$ cat config.mk
export PLATFORM = sky130hd
export DESIGN_NAME = bf16_accum_seq
export DESIGN_NICKNAME = d
export VERILOG_FILES = /design/src/rtl/bf16_accum_seq.sv
export SDC_FILE = /design/constraint.sdc
export NUM_CORES = 1
export LEC_CHECK = 0
export ABC_AREA = 1
export ABC_CLOCK_PERIOD_IN_PS = 2070
export CAP_MARGIN = 20
export CORE_MARGIN = 4
export CORE_UTILIZATION = 35
export CTS_CLUSTER_SIZE = 10
export DETAILED_ROUTE_END_ITERATION = 12
export HOLD_SLACK_MARGIN = 0.02
export SYNTH_ARGS = -nofsm -noshare
export SYNTH_HDL_FRONTEND = slang
export SYNTH_SLANG_ARGS = --single-unit
$ cat constraint.sdc
create_clock -name clk -period 2.07 [get_ports clk]
set_input_delay 0.621 -clock clk [delete_from_list [all_inputs] [get_ports clk]]
set_output_delay 0.621 -clock clk [all_outputs]
set_load 0.05 [all_outputs]
$ cat src/rtl/bf16_accum_seq.sv
// bf16_accum_seq: sequences a bfloat16 element stream through an external registered adder, producing per-vector sums.
module bf16_accum_seq #(
  parameter int ADD_LAT = 2,
  parameter int CNT_W   = 8
) (
  input  logic             clk,
  input  logic             rst,
  input  logic             in_valid,
  output logic             in_ready,
  input  logic [15:0]      in_data,
  input  logic             in_last,
  output logic [15:0]      add_a,
  output logic [15:0]      add_b,
  input  logic [15:0]      add_sum,
  output logic             sum_valid,
  input  logic             sum_ready,
  output logic [15:0]      sum_data,
  output logic [CNT_W-1:0] sum_count,
  output logic             sum_nan
);
  typedef enum logic [1:0] {IDLE, ACC, WAIT, DONE} state_t;
  state_t           r_state;
  logic [15:0]      r_acc, r_add_a, r_add_b, r_sum_data;
  logic [3:0]       r_cnt;
  logic             r_last, r_sum_valid, r_sum_nan;
  logic [CNT_W-1:0] r_sum_count;
  logic             w_xfer, w_nan;
  logic [CNT_W-1:0] w_cnt_inc;
  assign in_ready  = !rst && (r_state == IDLE || r_state == ACC);
  assign w_xfer    = in_valid && in_ready;
  assign w_nan     = &in_data[14:7];
  assign w_cnt_inc = &r_sum_count ? r_sum_count : r_sum_count + 1'b1;
  assign add_a     = r_add_a;
  assign add_b     = r_add_b;
  assign sum_valid = r_sum_valid;
  assign sum_data  = r_sum_data;
  assign sum_count = r_sum_count;
  assign sum_nan   = r_sum_nan;
  always_ff @(posedge clk) begin
    if (rst) begin
      r_state     <= IDLE;
      r_acc       <= '0;
      r_add_a     <= '0;
      r_add_b     <= '0;
      r_sum_data  <= '0;
      r_cnt       <= '0;
      r_last      <= 1'b0;
      r_sum_valid <= 1'b0;
      r_sum_nan   <= 1'b0;
      r_sum_count <= '0;
    end else begin
      case (r_state)
        IDLE: if (w_xfer) begin
          r_acc       <= in_data;
          r_sum_count <= CNT_W'(1);
          r_sum_nan   <= w_nan;
          if (in_last) begin
            r_sum_data  <= in_data;
            r_sum_valid <= 1'b1;
            r_state     <= DONE;
          end else begin
            r_state <= ACC;
          end
        end
        ACC: if (w_xfer) begin
          r_add_a     <= r_acc;
          r_add_b     <= in_data;
          r_last      <= in_last;
          r_sum_count <= w_cnt_inc;
          r_sum_nan   <= r_sum_nan | w_nan;
          r_cnt       <= 4'(ADD_LAT);
          r_state     <= WAIT;
        end
        // operands stay put until the adder result has settled
        WAIT: if (r_cnt != 4'd0) begin
          r_cnt <= r_cnt - 4'd1;
        end else begin
          r_acc <= add_sum;
          if (r_last) begin
            r_sum_data  <= add_sum;
            r_sum_valid <= 1'b1;
            r_state     <= DONE;
          end else begin
            r_state <= ACC;
          end
        end
        DONE: if (sum_ready) begin
          r_sum_valid <= 1'b0;
          r_sum_count <= '0;
          r_sum_nan   <= 1'b0;
          r_state     <= IDLE;
        end
        default: r_state <= IDLE;
      endcase
    end
  end
endmodule
==> summary.md <==
By area the synthesized netlist is led by sky130_fd_sc_hd__dfxtp_1 44%, sky130_fd_sc_hd__nand2_1 8.4%, sky130_fd_sc_hd__nor2_1 8.4%, sky130_fd_sc_hd__o21ai_0 8.2%, sky130_fd_sc_hd__a21oi_1 6.0%. The flow ran to the end, and the final reports show no timing, DRC or antenna violations. After synthesis the netlist holds a flip-flop and latch count of 81.

The tree is rooted in a sky130_fd_sc_hd__clkbuf_8. The routed via count divided by cell count was 4.78. The core region is 10,200 um^2. The total number of clock tree sinks came out at 81. Post-cts repair resize count: 0. Highest achievable clock rate: 0.538 GHz.

Number of different library cells in the post-synthesis netlist: 32. For the worst-skew pair, the clock arrives at the later sink with an insertion delay of 350 ps. The arithmetic-cell share of the synthesized area counting full adders, half adders and majority gates is 1.03%. For this run, the leading register cell type out of synthesis is sky130_fd_sc_hd__dfxtp_1. The maximum fanout count along the critical path is 7. Dominant combinational cell family by area after synthesis: simple AND/OR/NAND/NOR gates. The DRC violations left came out at 0.

The final weighted congestion in routability-driven placement is 0.794, and the power per cell area is 1240 nW/um^2. The routed via count was 3,514. Setup repair after global routing left no endpoint under its margin.

The end of the worst hold path was r_acc[13]$_SDFFE_PP0P_. Number of global-route vias before repair: 3,513. The library cells used most frequently in the layout, excluding fill and tap cells, are 82 x sky130_fd_sc_hd__nor2_1, 82 x sky130_fd_sc_hd__nand2_1, 80 x sky130_fd_sc_hd__dfxtp_1. The average instance in the mapped netlist occupies 7.39 um^2. Counting flops with a built-in enable in the synthesized netlist gives 0. The average detailed-routed wire length per instance is 14.1 um, and the total of warnings raised by yosys is 0. When the netlist entered floorplanning its net count stood at 535. Summed over all layers, the global routing overflow is 0.

The worst setup path is captured at a primary output. The post-DP HPWL was 7.54 mm. In the final design database the tool counted 634 nets.

The fraction of synthesis flops using an asynchronous set or reset pin was 0%. The count of cells in the finished layout, fillers not included, comes to 735. The number of buffers added for setup after CTS is 0, and the depth of the most critical reg-to-reg path is 9. The cell count after synthesis was 495; the fraction of the yosys area taken by sequential cells was 44.3%. The tools report the worst min-delay path startpoint as r_acc[13]$_SDFFE_PP0P_. In this run the critical register-to-register path is captured at sum_valid$_SDFFE_PP0P_.

Of the post-synthesis cell area, the dominant cell type holds 44.3%. Summing the areas of all compound-gate instances in the mapped netlist gives 16.7% of the synthesized area. The logs give 10.4 mm for the final wirelength and 1240 ps for the data arrival time at the worst-slack endpoint. The first-pass GRT wire length is 16.9 mm, and the total of fill cells in the finished design is 1,048.

Dividing the final minimum period by the clock period gives 89.8%. Measured against its own limit, the worst slew margin works out to 65.3%. Cells with a size suffix above 1 make up 20.9% of the layout.

The worst-case IR drop observed on VDD is 0.674 mV. Measured along the x axis, the die boundary spans 110 um. Global routing used 17.7% of the available tracks across all layers.

The floorplan step set the die height to 110 um. The clock arrives with 11.9 ps of skew. For the maximum number of pins on one net before global-route repair, the log shows 52. In this run the number of H-tree levels came out at 3. The synthesized netlist devotes 0% of its cell area to XOR and XNOR gates. The logs give 0 for the count of inserted antenna diode cells and 719 for the number of cells after detailed placement. The number of buffers inserted by hold repair at cts was 0. The most area-hungry cell type in the Yosys netlist is sky130_fd_sc_hd__dfxtp_1.

The register clock-pin slew on the reported worst setup and hold paths works out to 90 ps. TritonCTS built the clock tree. The count of nets left with antenna violations once routing finished came out at 0. The logs give 4 for the number of iterations in the first detailed-routing pass and 4660 um^2 for the area of placed instances. The longest clock path from root to sink contains 2 buffers. In this run the static leakage power is 2.21 nW. The multiplexer fraction of the synthesized cell area came out at 0%. The number of input and output port buffers inserted was 95; the transition time at the pin with the least slew margin was 520 ps. Data on the critical path is required at its endpoint by 1450 ps. The detailed router finished its first iteration with 159 violations.

The tightest min-delay check is of the flop to flop type. The tools report the critical path startpoint category as a flop. For the cell area after technology mapping, the log shows 3660 um^2. The total count of max-transition violations in the final report is 0, and the number of top-level pins is 96. In the final timing run, aggregate negative setup slack is 0 ps. The post-layout minimum cycle time is 1860 ps. Setup violations remaining at the end of the flow were counted as 0. The run gives 0 as the hold violation total from the final report. The design draws 6.02 mW. Relative to the synthesized area, the layout overhead comes to 32.1%.

Max-cap violations in this run came to 0. The critical path in this run is classified as flop to primary output. The smallest hold slack came out at 470 ps. Row count: 37. The fraction of the mapped netlist area in simple logic gates was 28.5%; the number of antenna violations at the first check in global routing was 0. The count of cells along the worst hold path is 2. The summed area of non-filler cells in the final layout is 4830 um^2, and the number of CTS-inserted buffers is 9. For the initial cell density of the core, the log shows 35.8%.

In this run the register-to-register setup slack is 230 ps. Worst flop-to-flop path startpoint: r_state[0]$_SDFFE_PP0P_. The total die area was 12,200 um^2.
-- worst max path at each step --
| stage | start | to | slack (ps) | cells after the start |
|---|---|---|---|---|
| floorplan | sum_count[0]$_SDFFE_PP0P_ | sum_count[5]$_SDFFE_PP0P_ | 160 | 9 |
| global placement | rst | sum_data[7]$_SDFFE_PP0P_ | -60 | 8 |
| detailed placement | rst | sum_data[8]$_SDFFE_PP0P_ | -100 | 8 |
| CTS | rst | in_ready | 20 | 3 |
| global route | r_state[0]$_SDFFE_PP0P_ | sum_valid$_SDFFE_PP0P_ | 20 | 9 |
| finish | r_state[1]$_SDFFE_PP0P_ | in_ready | 210 | 3 |
-- flip-flops by register name, summed over array words and instances, names as in the netlist --
signal / cells
add_a: 16
add_b: 16
r_acc: 16
sum_data: 16
sum_count: 8
r_cnt: 4
r_state: 2
r_last: 1
sum_nan: 1
sum_valid: 1
-- routing by layer --
metal,vias up,wire length (um),part of all wire [%],global-route usage [%]
met2,96,5160,50,31.5
met5,-,0,0,0
met1,1622,4510,44,21.6
met4,0,156,1.5,4.40
met3,13,526,5.1,4.14
li1,1783,-,-,-
-- synth_stat cells (3+ instances only) --
cell and number:
sky130_fd_sc_hd__nor2_1 82, sky130_fd_sc_hd__nand3_1 29, sky130_fd_sc_hd__nor2_4 3, sky130_fd_sc_hd__dfxtp_1 81, sky130_fd_sc_hd__buf_2 7, sky130_fd_sc_hd__nor3_1 3
sky130_fd_sc_hd__nand2_2 5, sky130_fd_sc_hd__o21ai_0 60, sky130_fd_sc_hd__buf_4 3, sky130_fd_sc_hd__buf_6 6, sky130_fd_sc_hd__o21ai_1 5, sky130_fd_sc_hd__nand2_4 5
sky130_fd_sc_hd__ha_1 3, sky130_fd_sc_hd__inv_1 41, sky130_fd_sc_hd__clkbuf_1 9, sky130_fd_sc_hd__nand2_1 82, sky130_fd_sc_hd__inv_2 6, sky130_fd_sc_hd__a21oi_1 44
-- final cells by class --
class                      instances  area [um^2]  share of cell area, %
clock buffer                      11          131                   2.72
multi-input combinational        340         1690                   35.0
inverter                          49          189                   3.91
tap                              136          170                   3.52
sequential                        81         1620                   33.6
clock inverter                     5         40.0                  0.828
timing repair buffer             113          991                   20.5
-- per-stage QoR --
step / worst slack (ps) / utilization, %
finish: 211 / 47.3
global route: 19.8 / 47.3
CTS: 16.7 / 47.2
detailed placement: -96.8 / 45.5
global placement: -62.6 / 45.5
floorplan: 162 / -
-- worst max-delay path, stage by stage, from the launching register on --
cell                      delay (ps)
sky130_fd_sc_hd__dfxtp_2         480
sky130_fd_sc_hd__buf_4           210
sky130_fd_sc_hd__nor2_8           50
sky130_fd_sc_hd__buf_12          150
-- kinds of logic (layout without fill, tap and decap cells) --
family          after synthesis  in the layout
compound gates              115            115
flops                        81             81
buf+inv                      74            178
simple gates                222            222
fa+ha+maj                     3              3
-- power breakdown --
| part | total (mW) | switching, mW | internal [mW] |
|---|---|---|---|
| Sequential | 2.19 | 0.271 | 1.92 |
| Combinational | 2.78 | 1.83 | 0.949 |
| Clock | 1.05 | 0.600 | 0.445 |
| Total | 6.02 | 2.70 | 3.32 |
Note: power is estimated with default switching activity, not from simulation.
==> edit 1 (config.mk and constraints unchanged) <==
The parameter `CNT_W` goes from 8 to 7.
--- a/src/rtl/bf16_accum_seq.sv
+++ b/src/rtl/bf16_accum_seq.sv
@@ -1,7 +1,7 @@
 // bf16_accum_seq: sequences a bfloat16 element stream through an external registered adder, producing per-vector sums.
 module bf16_accum_seq #(
   parameter int ADD_LAT = 2,
-  parameter int CNT_W   = 8
+  parameter int CNT_W   = 7
 ) (
   input  logic             clk,
   input  logic             rst,
Ports: changed (resized sum_count); port bits go from 96 to 95. No check against the original RTL was run, so the function may have changed too.
==> edit 1 against the original RTL <==
- cell area up 2.3%
- critical path depth stayed put
- power rose by 13%
- synthesized area unchanged
- setup slack got worse by 54 ps
- wire length fell by 0.23%
- sequential cell count down 1
- largest cell class unchanged
==> edit 1: results (changes against the original RTL) <==
qor: placed_design.dpl.hpwl 7.68 mm [+1.8%]
qor: grt.grt_util_all_layers 17.9% [+0.17 points]
qor: layout.stdcell_area 4940 sq um [+2.3%]
qor: sta.worst_max_slew_pin_slew 387 ps [-134 ps]
qor: power.ir_drop 0.722 mV [+7.1%]
qor: layout.drive_gt1_share 18.3% [-2.6 points]
qor: grt.pin_count_of_the_biggest_net_entering_global_routing 60 [+15%]
qor: logic_synthesis.synthesis.area_per_instance 7.02 sq um [-5.0%]
qor: worst_setup_path.rr_endpoint sum_count[5]
qor: placed_design.routabilityCongestion 0.826 [+4.1%]
qor: sta.fin_hold_ws 441 ps [-28.8 ps]
qor: grt.global_route_wire_length_before_repair 16.7 mm [-0.98%]
qor: worst_setup_path.reg2regPathDepth 8 [-1]
qor: grt.globalRouteMet3Util 4.19% [+0.058 points]
qor: layout.n_all_buffers 116 [+2.7%]
qor: clocking.ctsResizeCount 1 [+1]
qor: route.dr_total_vias 3632 [+3.4%]
qor: route.drt_first_pass_iters 5 [+1]
qor: layout.seq_area_share 32.4% [-1.2 points]
qor: logic_synthesis.synth_sequential_area_ratio 43.8% [-0.55 points]
qor: status.run_status completed
qor: sta.period_needed 1910 ps [+53.8 ps]
qor: route.routed_wirelength 10.3 mm [-0.23%]
qor: worst_setup_path.path_max_fanout 5 [-2]
qor: layout.final_cell_count_no_fill 760 [+3.4%]
qor: layout.multi_input_logic_area 1600 sq um [-5.1%]
qor: worst_setup_path.rr_startpoint sum_count[0]
qor: worst_setup_path.worst-endpoint-arrival 1290 ps [+50 ps]
qor: grt.first_global_vias 3323 [-5.4%]
qor: layout.layout.clock.cell_area_share 4.28% [+0.73 points]
qor: layout.final.signal_inverter_count 82 [+67%]
-- edit 1: changes by cell type after synthesis, sizes merged, moves of 2 or more --
cell	before	now
nand4	2	21
o21bai	2	0
a21oi	47	67
o21ai	66	54
nor3	3	1
clkbuf	9	18
buf	16	11
nor2	88	56
inv	49	81
or2	3	1
-- edit 1: cell families (layout without fill, tap and decap cells) --
family          after synthesis  after routing  synth area share [%]
compound gates              121            121                  17.1
fa+ha+maj                     3              3                  1.03
buf+inv                     111            214                  12.5
simple gates                206            206                  25.6
flops                        80             80                  43.8
-- edit 1: tightest hold or removal path: cells and delay by family, from the launching register on --
| kind | cells | cell delay (ps) |
|---|---|---|
| flops | 1 | 320 |
| compound gates | 1 | 50 |
| buf+inv | 1 | 50 |
-- edit 1: power groups by stage --
stage                     combinational (uW)  sequential [uW]  clock [uW]
after floorplan                         1660             2870           0
after global placement                  3350             2200           0
after detailed placement                3370             2200           0
after CTS                               3390             2170        1270
after global routing                    3710             2220        1350
final                                   3380             2170        1230
==> edit 2 (same settings) <==
Made on the original files. Reset style: asynchronous (`rst`), changed in one clocked block.
--- a/src/rtl/bf16_accum_seq.sv
+++ b/src/rtl/bf16_accum_seq.sv
@@ -36,7 +36,7 @@
   assign sum_data  = r_sum_data;
   assign sum_count = r_sum_count;
   assign sum_nan   = r_sum_nan;
-  always_ff @(posedge clk) begin
+  always_ff @(posedge clk or posedge rst) begin
     if (rst) begin
       r_state     <= IDLE;
       r_acc       <= '0;
Behaviour: differs if rst is asserted again (counterexample within 4 cycles, from zero or initial values and one cycle with rst high); with rst held inactive, the same outputs for 10 cycles.
==> edit 2 against the original RTL <==
- wire length decreased by 9.9%
- highest routed layer unchanged
- power up 45%
- synthesized area fell by 2.3%
- sequential cell count unchanged
- die area down 2.2%
- setup slack got worse by 150 ps
- largest cell class is now flip-flops and latches
- critical endpoint unchanged
- cell area rose by 1.7%
- sequential power up 25%
==> edit 2: results (changes against the original RTL) <==
qor: status.run_status completed
qor: worst_setup_path.rr_endpoint sum_data[7]
qor: route.via_per_inst 4.62 [-3.3%]
qor: logic_synthesis.synth.distinct_cells 26 [-19%]
qor: placed_design.dpl.hpwl 6.87 mm [-8.9%]
qor: logic_synthesis.synth-adder-area-share 1.05% [+0.024 points]
qor: grt.grt_util_all_layers 16.5% [-1.2 points]
qor: placed_design.routabilityCongestion 0.807 [+1.7%]
qor: grt.global_route_wire_length_before_repair 15.2 mm [-9.8%]
qor: logic_synthesis.synth_compound_area_share 7.46% [-9.2 points]
qor: worst_setup_path.rr_startpoint r_cnt[0]
qor: sta.worst_max_slew_pin_slew 401 ps [-119 ps]
qor: worst_setup_path.worst-endpoint-arrival 1390 ps [+150 ps]
qor: sta.fmax 498 MHz [-7.4%]
qor: layout.fill_cells 954 [-9.0%]
qor: worst_setup_path.path_max_fanout 3 [-4]
qor: grt.globalRouteMet3Util 4.62% [+0.48 points]
qor: layout.layout.nets 564 [-11%]
qor: route.post_drt_wl_per_cell 14.1 microns [about the same]
qor: route.first_iter_violations 156 [-1.9%]
qor: grt.first_global_vias 2945 [-16%]
qor: logic_synthesis.synthXorXnorAreaFrac 0.245% [+0.25 points]
qor: worst_setup_path.setup.worst_path.start rst
qor: logic_synthesis.post_synth_main_area_contributors dfrtp_1 57%, nand2_1 19%, o21ai_0 5.5%, mux2i_1 3.9%, inv_1 2.3%
qor: layout.drive_gt1_share 18.7% [-2.2 points]
qor: logic_synthesis.post_synth_most_frequent_cells 184 x nand2_1, 81 x dfrtp_1, 39 x o21ai_0
qor: worst_setup_path.reg2reg_slack 420 ps [+190 ps]
qor: grt.grt.met2_usage 26.1% [-5.4 points]
qor: worst_setup_path.crit_slowest_cell clkdlybuf4s50_1
==> edit 2: power by group <==
part / switching, uW / internal [uW]
logic: 3160 / 1470
registers: 459 / 2280
clock network: 551 / 833
total: 4170 / 4580
==> edit 2: metrics by stage <==
stage | total power, uW | area (sq um) | instances
6_report | 8750 | 4920 | 662
5_1_grt | 9330 | 4920 | 662
4_1_cts | 8850 | 4920 | 662
3_5_place_dp | 7440 | 4670 | 646
3_3_place_gp | 7370 | 4670 | 646
2_1_floorplan | 5860 | 3580 | 418
==> edit 2: per-layer routing <==
metal	wire, microns	part of all wire, %
met1	4290	46
met2	4350	47
met3	593	6.4
met4	102	1.1
met5	0	0
==> edit 2: worst min-delay path by stage <==
stage	cells after the start	end	start	slack, ps
after floorplan	2	add_a[0]	r_acc[0]	440
final	2	add_a[10]	r_acc[10]	470
after global routing	2	add_a[9]	r_acc[9]	500
after global placement	2	add_a[8]	r_acc[8]	450
after detailed placement	2	add_a[8]	r_acc[8]	460
after CTS	2	add_a[8]	r_acc[8]	480
==> edit 2: cell families after synthesis <==
kind of cell | after synthesis
buf+inv | 39
simple gates | 228
mux | 14
flops | 81
xor+xnor | 1
fa+ha+maj | 3
compound gates | 52
==> edit 2: worst max-delay path: cells and delay by family <==
family | cells | cell delay, ps
and+or+nand+nor | 1 | 150
buffers and inverters | 2 | 620
==> edit 2: layout make-up <==
type | count | area, sq um | area share (%)
Inverter | 23 | 90.1 | 1.83
Clock buffer | 11 | 141 | 2.88
Clock inverter | 5 | 103 | 2.09
Timing Repair Buffer | 111 | 1010 | 20.6
Tap cell | 133 | 166 | 3.39
Sequential cell | 81 | 2030 | 41.2
Multi-Input combinational cell | 298 | 1380 | 28.0
